===== src/rtl/rca_multicycle_add_ctrl_pkg.sv =====
// Shared definitions for the word-serial wide adder controller:
// FSM state encoding and slice-count / counter-width derivations.
package rca_multicycle_add_ctrl_pkg;

  typedef enum logic [1:0] {
    ST_IDLE = 2'd0,
    ST_RUN  = 2'd1,
    ST_DONE = 2'd2
  } state_e;

  // Number of slice cycles needed to cover the full operand width.
  function automatic int num_slices(input int total_width, input int slice_width);
    return total_width / slice_width;
  endfunction

  // Ceiling log2, never less than one bit so a single-slice counter still exists.
  function automatic int clog2_min1(input int value);
    int result;
    result = 0;
    for (int v = value - 1; v > 0; v = v >> 1) begin
      result = result + 1;
    end
    if (result < 1) begin
      result = 1;
    end else begin
      result = result;
    end
    return result;
  endfunction

endpackage


===== src/rtl/rca_multicycle_add_ctrl_rca_adder.sv =====
// Parameterised ripple-carry adder; purely combinational, carry ripples from bit 0 upward.
module RCA_adder #(
  parameter int BIT_WIDTH = 16
) (
  input  logic [BIT_WIDTH-1:0] a,
  input  logic [BIT_WIDTH-1:0] b,
  input  logic                 c_in,
  output logic [BIT_WIDTH-1:0] sum,
  output logic                 c_out
);

  logic [BIT_WIDTH:0] carry_s;

  // Full-adder chain, one bit per iteration.
  always_comb begin
    sum        = '0;
    carry_s    = '0;
    carry_s[0] = c_in;
    for (int i = 0; i < BIT_WIDTH; i++) begin
      sum[i]       = a[i] ^ b[i] ^ carry_s[i];
      carry_s[i+1] = (a[i] & b[i]) | (carry_s[i] & (a[i] ^ b[i]));
    end
  end

  assign c_out = carry_s[BIT_WIDTH];

endmodule


===== src/rtl/rca_multicycle_add_ctrl.sv =====
// Word-serial wide adder: one SLICE_WIDTH ripple-carry slice is sequenced over
// NUM_SLICES cycles, LSB slice first, with a registered inter-slice carry.
module rca_multicycle_add_ctrl
  import rca_multicycle_add_ctrl_pkg::*;
#(
  parameter int TOTAL_WIDTH = 64,
  parameter int SLICE_WIDTH = 16
) (
  input  logic                   clk,
  input  logic                   rst,
  input  logic                   in_valid,
  output logic                   in_ready,
  input  logic [TOTAL_WIDTH-1:0] a,
  input  logic [TOTAL_WIDTH-1:0] b,
  input  logic                   c_in,
  output logic                   out_valid,
  input  logic                   out_ready,
  output logic [TOTAL_WIDTH-1:0] sum,
  output logic                   c_out,
  output logic                   busy
);

  localparam int NUM_SLICES = num_slices(TOTAL_WIDTH, SLICE_WIDTH);
  localparam int CNT_W      = clog2_min1(NUM_SLICES);
  localparam logic [CNT_W-1:0] LAST_CNT = CNT_W'(NUM_SLICES - 1);

  state_e                 state_r;
  state_e                 state_nx_s;
  logic [CNT_W-1:0]       cnt_r;
  logic                   carry_r;
  logic [TOTAL_WIDTH-1:0] a_sh_r;
  logic [TOTAL_WIDTH-1:0] b_sh_r;
  logic [TOTAL_WIDTH-1:0] acc_r;
  logic [TOTAL_WIDTH-1:0] acc_nx_s;
  logic [SLICE_WIDTH-1:0] slice_sum_s;
  logic                   slice_carry_s;
  logic                   load_s;
  logic                   step_s;
  logic                   last_s;

  RCA_adder #(
    .BIT_WIDTH(SLICE_WIDTH)
  ) u_slice (
    .a    (a_sh_r[SLICE_WIDTH-1:0]),
    .b    (b_sh_r[SLICE_WIDTH-1:0]),
    .c_in (carry_r),
    .sum  (slice_sum_s),
    .c_out(slice_carry_s)
  );

  // Reset must block acceptance in the same cycle, so in_ready looks at rst directly.
  assign in_ready = (state_r == ST_IDLE) & ~rst;

  // New slice result enters at the top; after NUM_SLICES shifts the LSB slice sits at bit 0.
  assign acc_nx_s = TOTAL_WIDTH'({slice_sum_s, acc_r} >> SLICE_WIDTH);

  // Next-state and per-cycle control strobes.
  always_comb begin
    state_nx_s = state_r;
    load_s     = 1'b0;
    step_s     = 1'b0;
    last_s     = 1'b0;
    case (state_r)
      ST_IDLE: begin
        if (in_valid && in_ready) begin
          load_s     = 1'b1;
          state_nx_s = ST_RUN;
        end else begin
          state_nx_s = ST_IDLE;
        end
      end
      ST_RUN: begin
        step_s = 1'b1;
        if (cnt_r == LAST_CNT) begin
          last_s     = 1'b1;
          state_nx_s = ST_DONE;
        end else begin
          state_nx_s = ST_RUN;
        end
      end
      ST_DONE: begin
        if (out_ready) begin
          state_nx_s = ST_IDLE;
        end else begin
          state_nx_s = ST_DONE;
        end
      end
      default: begin
        state_nx_s = ST_IDLE;
      end
    endcase
  end

  // State register.
  always_ff @(posedge clk) begin
    if (rst) begin
      state_r <= ST_IDLE;
    end else begin
      state_r <= state_nx_s;
    end
  end

  // Operand shift registers, inter-slice carry, accumulator and slice counter.
  always_ff @(posedge clk) begin
    if (rst) begin
      a_sh_r  <= '0;
      b_sh_r  <= '0;
      acc_r   <= '0;
      carry_r <= 1'b0;
      cnt_r   <= '0;
    end else if (load_s) begin
      a_sh_r  <= a;
      b_sh_r  <= b;
      carry_r <= c_in;
      cnt_r   <= '0;
    end else if (step_s) begin
      a_sh_r  <= a_sh_r >> SLICE_WIDTH;
      b_sh_r  <= b_sh_r >> SLICE_WIDTH;
      acc_r   <= acc_nx_s;
      carry_r <= slice_carry_s;
      cnt_r   <= cnt_r + CNT_W'(1);
    end
  end

  // Visible result and status; sum only ever takes a completed accumulator.
  always_ff @(posedge clk) begin
    if (rst) begin
      sum       <= '0;
      c_out     <= 1'b0;
      out_valid <= 1'b0;
      busy      <= 1'b0;
    end else begin
      if (last_s) begin
        sum   <= acc_nx_s;
        c_out <= slice_carry_s;
      end
      out_valid <= (state_nx_s == ST_DONE);
      busy      <= (state_nx_s != ST_IDLE);
    end
  end

endmodule


===== config.mk =====
export PLATFORM = sky130hd
export DESIGN_NAME = rca_multicycle_add_ctrl
export DESIGN_NICKNAME = d
export VERILOG_FILES = /design/src/rtl/rca_multicycle_add_ctrl_pkg.sv /design/src/rtl/rca_multicycle_add_ctrl_rca_adder.sv /design/src/rtl/rca_multicycle_add_ctrl.sv
export SDC_FILE = /design/constraint.sdc
export NUM_CORES = 1
export LEC_CHECK = 0
export CORE_UTILIZATION = 51
export DETAILED_ROUTE_END_ITERATION = 12
export HOLD_SLACK_MARGIN = 0.02
export PLACE_DENSITY = 0.79
export SLEW_MARGIN = 20
export SYNTH_ARGS = -nofsm -noshare
export SYNTH_HDL_FRONTEND = slang
export SYNTH_SLANG_ARGS = --single-unit

===== constraint.sdc =====
create_clock -name clk -period 8.8 [get_ports clk]
set_input_delay 1.76 -clock clk [delete_from_list [all_inputs] [get_ports clk]]
set_output_delay 1.76 -clock clk [all_outputs]
set_load 0.02 [all_outputs]

==> metrics list, run 1 <==
* Total power draw: about 2.5 mW
* Max stage delay on crit path: 0.42 ns
* Width of the die: ~140 um
* Number of flops mapped to enable cells by yosys: 0
- Post-CTS Hold Buffers: 0
* Number of placed cells counting well taps: approximately 1600
- Clock transition at path regs: 0.06 ns
- In the synthesized netlist the dominant register cell turns out to be sky130_fd_sc_hd__dfxtp_1.
- In the synthesized netlist, the cells that appear most often are 346 x sky130_fd_sc_hd__nand2_1, 248 x sky130_fd_sc_hd__dfxtp_1, 238 x sky130_fd_sc_hd__a21oi_1.
- The die covers between 15000 and 20000 sq um.
* Setup-violating endpoint count in the final report: 0
- Setup slack, reg-to-reg: between 1.5 and 2 ns
* Area growth, synth to finish: 28.2%
- The worst setup path is of the reg2reg kind.
- Lkg Pwr: approximately 4.3 nW
- In this run switching power makes up a little under a quarter of total power.
- Leading post-synthesis cells by cell area: sky130_fd_sc_hd__dfxtp_1 50%, sky130_fd_sc_hd__nand2_1 13%, sky130_fd_sc_hd__a21oi_1 12%
- At the worst endpoint, the arrival time is 7.32 ns.
- Number of nets in the layout: approximately 1500
- Aggregate global routing overflow: 0
* Largest fanout of any net on the critical path: 2
- Measured on the finished design, the core utilization comes to between 60% and 70%.
- Cell area after placement: 11800 sq um
* Starting density of the core: 52.3%
- The clock network accounts for 42.6% of the total power.
- Overall fraction of global-route tracks in use: about a quarter
- After synthesis, the share of flip-flops with an asynchronous set or reset is 0%.
* Ports placed on the boundary: around 200
- With fillers left out, the area of the finished cells amounts to around 13000 sq um.
- The detailed router finished its first iteration with 710 violations.
- Via count normalized by instance count: ~5.3
- Hold timing on the final database bottoms out at a slack of 0.448 ns.
- The critical path goes through fa_1 > inv_1 > fa_1 > inv_1 > fa_1 > fa_1 > fa_1 > fa_1 > fa_1 > fa_1 > fa_1 > fa_1 > fa_1 > fa_1 > fa_1 > fa_1 > fa_1 > inv_1 > fa_1 > a211oi_1.
* Most common cell in the netlist: sky130_fd_sc_hd__nand2_1
* Synthesized area: 9840 sq um
- Post-CTS Setup Repair Bufs: 0
- For the final routed database, the setup TNS stands at 0 ns.
* Latest clock arrival within the worst-skew pair: between 0.5 and 0.6 ns
- DP HPWL: 16100 um
- The final max-slew violation count was 0.
- The count of buffers added on input and output ports is 200.
- The worst setup path is launched from a flop.
- Hold violation count in the final report: 0
* Clock Tree Buf Depth: 3
- Final worst slack: 1.91 ns
* Net count of the mapped netlist: 1367
* Synthesis warning total: 0
- Sinks on the clock net: 248
* Sequential share of the synthesized area: between 50 and 60%
- Timing would allow up to roughly 150 MHz.
- Reg power frac: 47.8%
- Max-cap violation count: 0
* Number of antenna cells inserted: 0
* Crit path time final: slightly below 7 ns
- Final instance count without filler cells: approximately 1600
- The first global-routing pass estimated slightly below 40000 um of wire.
- TritonCTS built the clock tree.
- The min-delay analysis places its worst path in the category reg2reg.
- Number of fill cells: ~1600
- Number of standard cells after synthesis: approximately 1200
* Worst path required time: 9.22 ns
* Cell-internal power: ~1.9 mW
- STA classifies the critical path endpoint as a flop.
- Post-detailed-routing wire length: between 20000 and 25000 um
- Routed len/inst: about 15 um
- Cells with a size suffix above 1 make up roughly 5.6% of the layout.
- Via count: about 8700
* Worst VDD drop: around 0.15 mV
- Routability-driven placement finished with a final weighted congestion of 0.832.
- The floorplan has 50 rows.
- The root buffer cell chosen for the clock tree is sky130_fd_sc_hd__clkbuf_16.
- A synthesized cell averages 8.09 sq um.
* Cell with the largest stage delay on the worst path: sky130_fd_sc_hd__fa_1
- Setup repair after global routing left no endpoint under its margin.
- Flip-flop and latch count after synthesis: 248
- Vias in the first global route: slightly below 8000
- Net Sw Power: 597 uW
- Placeable Area: around 19000 sq um
* Worst max-slew margin expressed relative to the limit: 27.8%
- Number of buffers inserted during clock tree synthesis: 26
- For this run, design rule violations remaining after detail routing come to 0.
- Post-CTS repair changed the size of 0 cells.
- Clock skew on the completed layout was measured at between 0.009 and 0.01 ns.
- In the finished design, the share of the clock period the worst path needs comes to just under 80%.
- The share of synthesized area in the top cell type comes to 50.5%.
* Pre-antenna DRT Iters: 7
- Cell taking the most area after synthesis: sky130_fd_sc_hd__dfxtp_1
* Transition at the pin with the smallest max-transition slack: about 1.1 ns
- Final antenna-violating net count: 0
- Comb pwr share: 9.5%
* Outcome: complete, no violations
* Yosys cell types: 30
* Initial antenna violation count: 0
* Die span in y: between 100 and 150 um
- Pre-CTS WS: 1.92 ns
* H-tree levels: 1
* Pin count of the biggest net entering global routing: around 150
- Worst path most repeated cell: sky130_fd_sc_hd__fa_1
- Cell area power density: between 150 and 200 nW/um^2
-- area by class of cell --
type	count	area, sq um	area share (%)
inverters	8	30.0	0.238
flip-flops and latches	248	4960	39.4
clock inverters	9	78.8	0.625
repair buffers	209	2070	16.4
well taps	260	325	2.58
multi-input cells	853	4370	34.7
clock buffers	36	769	6.10
-- placed cells by master, fill, tap and decap left out, types with 9 or more instances in the layout --
cell type / count
sky130_fd_sc_hd__fa_1: 16
sky130_fd_sc_hd__a21oi_1: 238
sky130_fd_sc_hd__clkbuf_16: 27
sky130_fd_sc_hd__nand2_1: 346
sky130_fd_sc_hd__nand3_1: 32
sky130_fd_sc_hd__nor2_1: 103
sky130_fd_sc_hd__a211oi_1: 84
sky130_fd_sc_hd__a211oi_2: 16
sky130_fd_sc_hd__buf_4: 9
sky130_fd_sc_hd__clkdlybuf4s50_1: 199
sky130_fd_sc_hd__dfxtp_1: 248
-- power by group through the flow --
stage	logic, mW	clock network, mW	registers (mW)
floorplan	0.147	0	1.21
global placement	0.235	0	1.22
detailed placement	0.237	0	1.23
CTS	0.239	1.09	1.20
global route	0.262	1.14	1.21
finish	0.239	1.07	1.20
-- final timing paths --
| path | from | end | depth (start not counted) |
|---|---|---|---|
| worst max-delay path | carry_r$_SDFFE_PP0P_ | sum[63]$_SDFFE_PP0P_ | 20 |
| worst min-delay path | a_sh_r[61]$_SDFFE_PP0P_ | a_sh_r[45]$_SDFFE_PP0P_ | 2 |
| worst max register to register | carry_r$_SDFFE_PP0P_ | sum[63]$_SDFFE_PP0P_ | 20 |
| worst min register to register | a_sh_r[61]$_SDFFE_PP0P_ | a_sh_r[45]$_SDFFE_PP0P_ | 2 |
-- flip-flops by register name (all words and copies together), names as in the netlist --
| signal | flops |
|---|---|
| busy | 1 |
| sum | 64 |
| cnt_r | 2 |
| acc_r | 48 |
| carry_r | 1 |
| b_sh_r | 64 |
| a_sh_r | 64 |
| out_valid | 1 |
| c_out | 1 |
| state_r | 2 |
-- per-layer routing --
metal,GRT usage (%),routed length [um],vias to the layer above
met4,6.81,622,0
met1,32.2,10400,3979
li1,-,-,4339
met5,0,0,-
met2,41.1,12100,304
met3,5.16,1650,45
-- critical path: cells and delay by family (launching register included) --
family / cells / cell delay, ns
fa+ha+maj: 16 / 6.07
buf+inv: 3 / 0.19
flops: 1 / 0.32
compound gates: 1 / 0.20
-- kinds of logic (layout without fill, tap and decap cells) --
family	Yosys count	in the layout	synth area share, %
flops	248	248	50.5
xor+xnor	1	1	0.0890
simple gates	492	492	19.8
mux	2	2	0.203
compound gates	341	341	20.9
buf+inv	116	262	5.26
fa+ha+maj	17	17	3.38
(Power assumes the default switching activity.)
==> run 2, diff against run 1 <==
Settings changed: CORE_UTILIZATION 51 to 46, PLACE_DENSITY 0.79 to 0.76.
Clock period 8.8 ns to 5.6 ns, I/O delays scaled along.
==> run 2 against run 1 <==
Compared with the run above:
- the flow now finishes with violations (negative setup slack)
- core utilization down 6.7 points
- flip-flop and latch count unchanged
- global-route usage down 1.8 points
- die area up 11%
- final area up 0.45%
- non-clock buffer count up 1
- register-to-register slack worse by 2.7 ns
- total power up 54%
- critical path depth unchanged
- sequential share of layout area down 0.17 points
- fmax up 8.7%
- largest power group unchanged
==> metrics list, run 2 (synthesis results as in run 1) <==
* Top routing layer used: met4
- The setup-violating endpoint count in the final report is 8 (+8).
- The clock latency on the worst-skew pair is 0.52 ns (about the same).
- The number of cells after detailed placement came to 1594 (+1.0%).
- The pin count of the biggest net entering global routing came to 159 (+3.2%).
- Failing checks: negative setup slack
- Post-detailed-routing wire length: 25400 um (+2.4%)
- The count of non-filler cells in the finished layout was 1640 (+1.0%).
* TritonCTS clock tree: built
* WP data arrival: 6.76 ns (-0.56 ns)
- Placer congestion estimate: 0.868 (+4.2%)
- The detailed route wirelength on metal3 was 1730 um (+5.0%).
- The number of cells on the worst reg-to-reg path is 20 (unchanged).
- The required time of the critical path was 6.01 ns (-3.21 ns).
* Commonest non-fill, non-tap cells in the layout: 346 x sky130_fd_sc_hd__nand2_1, 247 x sky130_fd_sc_hd__dfxtp_1, 237 x sky130_fd_sc_hd__a21oi_1, 199 x sky130_fd_sc_hd__clkdlybuf4s50_1, 103 x sky130_fd_sc_hd__nor2_1
* DRC violation total after the first TritonRoute iteration: 686 (-3.4%)
* Final worst slack: -0.744 ns (-2.65 ns)
- Path type of the worst setup path: reg2reg
- The number of sinks on the clock net came to 248 (unchanged).
* Pre-antenna DRT Iters: 5 (-2)
- The tightest min-delay check is of the reg2reg type.
* Endpoint of the worst hold-timing path: b_sh_r[21]$_SDFFE_PP0P_
- Worst max-slew margin expressed relative to the limit: 23.6% (-4.1 points)
- The met1 routed wirelength after detailed routing came to 10800 um (+3.5%).
* Placeable Area: 21000 sq um (+12%)
- Cell area after placement: 11900 sq um (+0.83%)
- The number of buffers added for setup after CTS is 0 (unchanged).
- Pre-CTS WS: -0.725 ns (-2.65 ns)
- Leading registers by flop count: a_sh_r x64, b_sh_r x64, sum x64
- Layout Cell Area excl Fill: 12700 sq um (+0.45%)
- Setup repair after global routing could not meet its margin everywhere.
* Die span in y: 148 um (+5.2%)
- The startpoint identified for the worst hold timing path is b_sh_r[37]$_SDFFE_PP0P_.
* Site row count: 53 (+6.0%)
- The number of global-route vias before repair came to 7961 (+1.4%).
- The final number of hold-violating endpoints is 0 (unchanged).
- Crit path time final: 6.34 ns (-0.549 ns)
* DRC viols: 0 (unchanged)
- Outcome: complete, but fails checks
- The multi-input combinational cell area came to 4420 sq um (+1.1%).
- Worst setup EP type: flop
- Slew Limit Fails: 0 (unchanged)
- Clock Skew: 0.0189 ns (+0.00940 ns)
- The number of antenna violations at the first check in global routing is 0 (unchanged).
- Final antenna-violating net count: 0 (unchanged)
* DP HPWL: 16800 um (+4.4%)
* Number of nets in the layout: 1496 (unchanged)
- Starting density of the core: 46.8% (-5.4 points)
* Fin crit share: 113% (+35 points)
- The die area was 22000 sq um (+11%).
- The total of buffers placed on input and output ports was 200 (unchanged).
- The largest driver fanout on the critical path came to 2 (unchanged).
* Post-CTS Hold Buffers: 0 (unchanged)
* Total power draw: 3.87 mW (+54%)
* Aggregate global routing overflow: 0 (unchanged)
* Worst VDD drop: 0.189 mV (+26%)
- STA classifies the critical path startpoint as a flop.
- Clock Tree Buf Depth: 3 (unchanged)
- The number of diodes added for antenna fixing is 0 (unchanged).
- Setup slack, reg-to-reg: -0.74 ns (-2.65 ns)
- The count of vias placed by the detailed router came to 8706 (+0.45%).
- Routed len/inst: 15.5 um (+1.4%)
- The endpoint identified for the worst register-to-register timing path is sum[63]$_SDFFE_PP0P_.
- The startpoint identified for the worst register-to-register timing path is carry_r$_SDFFE_PP0P_.
* Via count normalized by instance count: 5.31 (-0.59%)
* Max-cap violation count: 0 (unchanged)
- The x dimension of the die came to 148 um (+5.2%).
- Ports placed on the boundary: 201 (unchanged)
- Most frequent standard cell in the layout excluding fill and tap cells: sky130_fd_sc_hd__nand2_1
* Number of buffers inserted during clock tree synthesis: 25 (-3.8%)
- The fill cell instance count of the final layout came to 1859 (+18%).
- The combined flip-flop and latch cell area was 4970 sq um (about the same).
- Met2 routed wirelength: 11800 um (-1.9%)
* Clock transition at path regs: 0.06 ns (about the same)
- Hold Path Stages: 2 (unchanged)
* Min Hold Slack: 0.452 ns (+0.00434 ns)
- Cell area power density: 305 nW/um^2 (+53%)
- First-pass GRT wire length: 40400 um (+2.2%)
- CTS Root Cell: sky130_fd_sc_hd__clkbuf_16
- The fraction of final layout cells sized beyond drive strength 1 was 7.03% (+1.5 points).
- The overall fraction of global-route tracks in use is 22.8% (-1.8 points).
- The static leakage power came to 4.24 nW (-0.93%).
- The worst-margin pin slew was 1.15 ns (+0.0621 ns).
- H-tree levels: 1 (unchanged)
* Achievable frequency: 158 MHz (+8.7%)
- Area growth, synth to finish: 28.8%
==> run 2: changes by cell type in the layout (fill, tap and decap cells not counted), moves of 2 or more <==
| cell | previous run | this run |
|---|---|---|
| sky130_fd_sc_hd__clkbuf_1 | 3 | 7 |
| sky130_fd_sc_hd__clkbuf_16 | 27 | 25 |
| sky130_fd_sc_hd__clkbuf_8 | 7 | 9 |
| sky130_fd_sc_hd__fa_1 | 16 | 0 |
| sky130_fd_sc_hd__fa_2 | 0 | 16 |
| sky130_fd_sc_hd__inv_1 | 8 | 5 |
| sky130_fd_sc_hd__inv_2 | 0 | 3 |
==> run 2: layer usage <==
| metal | GRT usage, % | vias up |
|---|---|---|
| li1 | - | 4348 |
| met1 | 29.9 | 3999 |
| met2 | 36.4 | 306 |
| met3 | 4.66 | 53 |
| met4 | 9.48 | 0 |
| met5 | 0 | - |
==> run 2: worst max-delay path by stage <==
stage | from | to | slack, ns | cells past startpoint
detailed placement | carry_r$_SDFFE_PP0P_ | sum[63]$_SDFFE_PP0P_ | -0.73 | 20
global route | carry_r$_SDFFE_PP0P_ | sum[63]$_SDFFE_PP0P_ | -0.89 | 20
global placement | carry_r$_SDFFE_PP0P_ | sum[63]$_SDFFE_PP0P_ | -0.66 | 20
floorplan | carry_r$_SDFFE_PP0P_ | sum[63]$_SDFFE_PP0P_ | -0.50 | 20
finish | carry_r$_SDFFE_PP0P_ | sum[63]$_SDFFE_PP0P_ | -0.74 | 20
CTS | carry_r$_SDFFE_PP0P_ | sum[63]$_SDFFE_PP0P_ | -0.74 | 20
==> run 2: critical path, cell delays in order, from the launching register on <==
cell	delay [ns]
sky130_fd_sc_hd__dfxtp_2	0.33
sky130_fd_sc_hd__fa_2	0.38
sky130_fd_sc_hd__inv_2	0.06
sky130_fd_sc_hd__fa_2	0.18
sky130_fd_sc_hd__inv_2	0.04
sky130_fd_sc_hd__fa_2	0.33
sky130_fd_sc_hd__fa_2	0.35
sky130_fd_sc_hd__fa_2	0.35
sky130_fd_sc_hd__fa_2	0.36
sky130_fd_sc_hd__fa_2	0.36
sky130_fd_sc_hd__fa_2	0.35
sky130_fd_sc_hd__fa_2	0.35
sky130_fd_sc_hd__fa_2	0.35
sky130_fd_sc_hd__fa_2	0.36
sky130_fd_sc_hd__fa_2	0.35
sky130_fd_sc_hd__fa_2	0.35
sky130_fd_sc_hd__fa_2	0.35
sky130_fd_sc_hd__fa_2	0.34
sky130_fd_sc_hd__inv_2	0.06
sky130_fd_sc_hd__fa_2	0.44
sky130_fd_sc_hd__a211oi_2	0.21
==> run 2: power by group <==
part | switching [mW] | internal (mW) | total [mW] | leakage (nW)
Combinational | 0.208 | 0.178 | 0.386 | 1.83
Sequential | 0.0526 | 1.84 | 1.89 | 2.02
Clock | 0.665 | 0.930 | 1.60 | 0.398
==> run 2: cell type report <==
class	instances	share of cell area (%)
timing repair buffer	210	16.7
inverter	8	0.237
clock inverter	6	0.267
clock buffer	40	6.01
tap	275	2.72
multi-input combinational	853	34.9
sequential	248	39.2
==> run 2: what timing repair did <==
action                                  CTS  global route
gates resized for setup                   2             2
pin swaps                                 0             1
endpoints found under the setup margin    8             8
==> run 2: per-stage QoR <==
stage	util, %	TNS [ns]
2_1_floorplan	-	-1.71
3_3_place_gp	56.3	-2.79
3_5_place_dp	56.4	-3.09
4_1_cts	60.3	-3.28
5_1_grt	60.3	-4.64
6_report	60.3	-3.35
==> run 3, diff against run 2 <==
Settings changed: PLACE_DENSITY 0.76 to 0.79.
==> run 3 against run 2 <==
Compared with the run above:
- the flow still finishes with violations (negative setup slack)
- clock power barely moved
- worst setup slack got worse by 0.0042 ns
- clock skew barely moved
- combinational power barely moved
- via count rose by 0.30%
- critical endpoint unchanged
- largest power group unchanged
==> metrics list, run 3 (synthesis results as in run 1) <==
* Sinks on the clock net: 248 (unchanged)
- Vias in the first global route: 8223 (+3.3%)
- Crit path launch type: flop
- The number of diodes added for antenna fixing is 0 (unchanged).
- Achievable frequency: 158 MHz (about the same)
- Number of placed cells counting well taps: 1595 (+0.063%)
* Leading registers by flop count: a_sh_r x64, b_sh_r x64, sum x64
- Overall fraction of global-route tracks in use: 23.6% (+0.86 points)
- The half-perimeter wire length after detailed placement came to 17300 um (+3.2%).
- The hold-critical path depth was 2 (unchanged).
- The worst-margin pin slew is 0.954 ns (-0.191 ns).
* Width of the die: 148 um (unchanged)
- The mean number of vias per cell came to 5.32 (+0.24%).
- The critical path arrival is 6.77 ns (about the same).
- The library cells used most frequently in the layout, excluding fill and tap cells, are 346 x sky130_fd_sc_hd__nand2_1, 247 x sky130_fd_sc_hd__dfxtp_1, 238 x sky130_fd_sc_hd__a21oi_1, 199 x sky130_fd_sc_hd__clkdlybuf4s50_1, 103 x sky130_fd_sc_hd__nor2_1.
- Final instance count without filler cells: 1641 (+0.061%)
- The worst max-slew margin expressed relative to the limit came to 36.4% (+13 points).
* Post-CTS Setup Repair Bufs: 0 (unchanged)
* Number of buffers inserted during clock tree synthesis: 25 (unchanged)
- DRC viols: 0 (unchanged)
* Via count: 8732 (+0.30%)
* Setup-violating endpoint count in the final report: 8 (unchanged)
* Worst setup EP type: flop
- Hold violation count in the final report: 0 (unchanged)
* Clock Skew: 0.0190 ns (+0.0000975 ns)
- The total of buffers placed on input and output ports came to 200 (unchanged).
* Fin crit share: 113% (about the same)
- The wire length of the first global-routing pass came to 41800 um (+3.4%).
- Pin count of the biggest net entering global routing: 143 (-10%)
- Ports placed on the boundary: 201 (unchanged)
- CTS placed an instance of sky130_fd_sc_hd__clkbuf_16 at the clock tree root.
* Lkg Pwr: 4.24 nW (about the same)
- Placer congestion estimate: 0.824 (-5.1%)
- RSZ-0062 raised after global routing: yes
- Slew Limit Fails: 0 (unchanged)
- Latest clock arrival within the worst-skew pair: 0.52 ns (about the same)
- Aggregate global routing overflow: 0 (unchanged)
- The max-capacitance violation count is 0 (unchanged).
* H-tree levels: 1 (unchanged)
- The number of DRC markers in iteration 0 is 630 (-8.2%).
* Initial antenna violation count: 1 (+1)
- The net total in the final layout is 1497 (+0.067%).
- Pre-antenna DRT Iters: 5 (unchanged)
* Placeable Area: 21000 sq um (unchanged)
* Crit path time final: 6.35 ns (+0.00424 ns)
- The library cell used most frequently in the layout, excluding fill and tap cells, is sky130_fd_sc_hd__nand2_1.
- DIE AREA: 22000 sq um (unchanged)
- Largest fanout of any net on the critical path: 2 (unchanged)
- Outcome: complete, but fails checks
- Post-detailed-routing wire length: 25900 um (+1.9%)
- Site row count: 53 (unchanged)
- Fraction of final layout cells with drive strength greater than 1: 7.03% (about the same)
- The buffer levels on the longest clock path was 3 (unchanged).
- Final antenna-violating net count: 0 (unchanged)
- The final routed wire length divided by cell count was 15.8 um (+1.8%).
- The final worst-path setup slack is -0.748 ns (-0.00424 ns).
- Area growth, synth to finish: 28.6% (about the same)
- Failing checks: negative setup slack
- R2r worst-path depth: 20 (unchanged)
* Total Neg Setup Slack: -3.45 ns (-0.0942 ns)
- TritonCTS built the clock tree.
- Worst path required time: 6.02 ns (about the same)
- The clock-pin transition on the worst setup and hold timing paths came to 0.06 ns (about the same).
- Path type of the worst setup path: reg2reg
- The worst vdd rail ir drop came to 0.235 mV (+25%).
- The total chip power is 3.87 mW (about the same).
- Starting density of the core: 46.8% (unchanged)
- Worst hold path class: reg2reg
- The power density of the placed cells was 306 nW/um^2 (+0.12%).
* Die span in y: 148 um (unchanged)
## run 3: through the flow
| stage | util, % | setup slack [ns] | instance area, sq um | hold WS (ns) |
|---|---|---|---|---|
| after CTS | 60.2 | -0.737 | 12700 | 0.454 |
| after floorplan | - | -0.496 | 9880 | 0.432 |
| final | 60.2 | -0.748 | 12700 | 0.451 |
| after global placement | 56.4 | -0.641 | 11900 | 0.439 |
| after global routing | 60.2 | -0.890 | 12700 | 0.467 |
| after detailed placement | 56.4 | -0.749 | 11900 | 0.446 |
## run 3: repair_timing
item | 4_1_cts | 5_1_grt
gates resized for setup | 3 | 0
hold buffers | 0 | 0
pin swaps | 1 | 0
setup endpoints to repair | 8 | 8
## run 3: final timing paths
kind	start	end	slack, ns
worst max-delay path	carry_r$_SDFFE_PP0P_	sum[63]$_SDFFE_PP0P_	-0.75
worst min-delay path	acc_r[21]$_SDFFE_PP0P_	sum[5]$_SDFFE_PP0P_	0.45
worst max register to register	carry_r$_SDFFE_PP0P_	sum[63]$_SDFFE_PP0P_	-0.75
worst min register to register	acc_r[21]$_SDFFE_PP0P_	sum[5]$_SDFFE_PP0P_	0.45
## run 3: critical path: stages, from the launching register on
cell and delay (ns):
sky130_fd_sc_hd__dfxtp_2 0.33, sky130_fd_sc_hd__fa_2 0.38, sky130_fd_sc_hd__inv_2 0.06, sky130_fd_sc_hd__fa_2 0.20, sky130_fd_sc_hd__inv_2 0.04, sky130_fd_sc_hd__fa_2 0.33
sky130_fd_sc_hd__fa_2 0.35, sky130_fd_sc_hd__fa_2 0.34, sky130_fd_sc_hd__fa_2 0.35, sky130_fd_sc_hd__fa_2 0.35, sky130_fd_sc_hd__fa_2 0.35, sky130_fd_sc_hd__fa_2 0.35
sky130_fd_sc_hd__fa_2 0.35, sky130_fd_sc_hd__fa_2 0.35, sky130_fd_sc_hd__fa_2 0.35, sky130_fd_sc_hd__fa_2 0.35, sky130_fd_sc_hd__fa_2 0.35, sky130_fd_sc_hd__fa_2 0.34
sky130_fd_sc_hd__inv_2 0.07, sky130_fd_sc_hd__fa_2 0.45, sky130_fd_sc_hd__a211oi_1 0.20
## run 3: area by class of cell
type | instances | area [sq um]
Sequential cell | 248 | 4970
Multi-Input combinational cell | 853 | 4420
Clock buffer | 40 | 762
Timing Repair Buffer | 211 | 2100
Fill cell | 1849 | 8360
Tap cell | 275 | 344
Inverter | 8 | 30.0
Clock inverter | 6 | 33.8
## run 3: per-layer routing
layer	wire length [um]	part of all wire [%]	global-route usage, %	vias up
li1	-	-	-	4341
met1	10800	42	30.3	4018
met2	12200	47	39.2	311
met3	1700	6.6	4.23	60
met4	1060	4.1	9.90	2
met5	13	0.050	0	-
## run 3: power by group
group / internal (mW) / switching (mW)
logic: 0.176 / 0.208
clock network: 0.929 / 0.668
registers: 1.84 / 0.0530
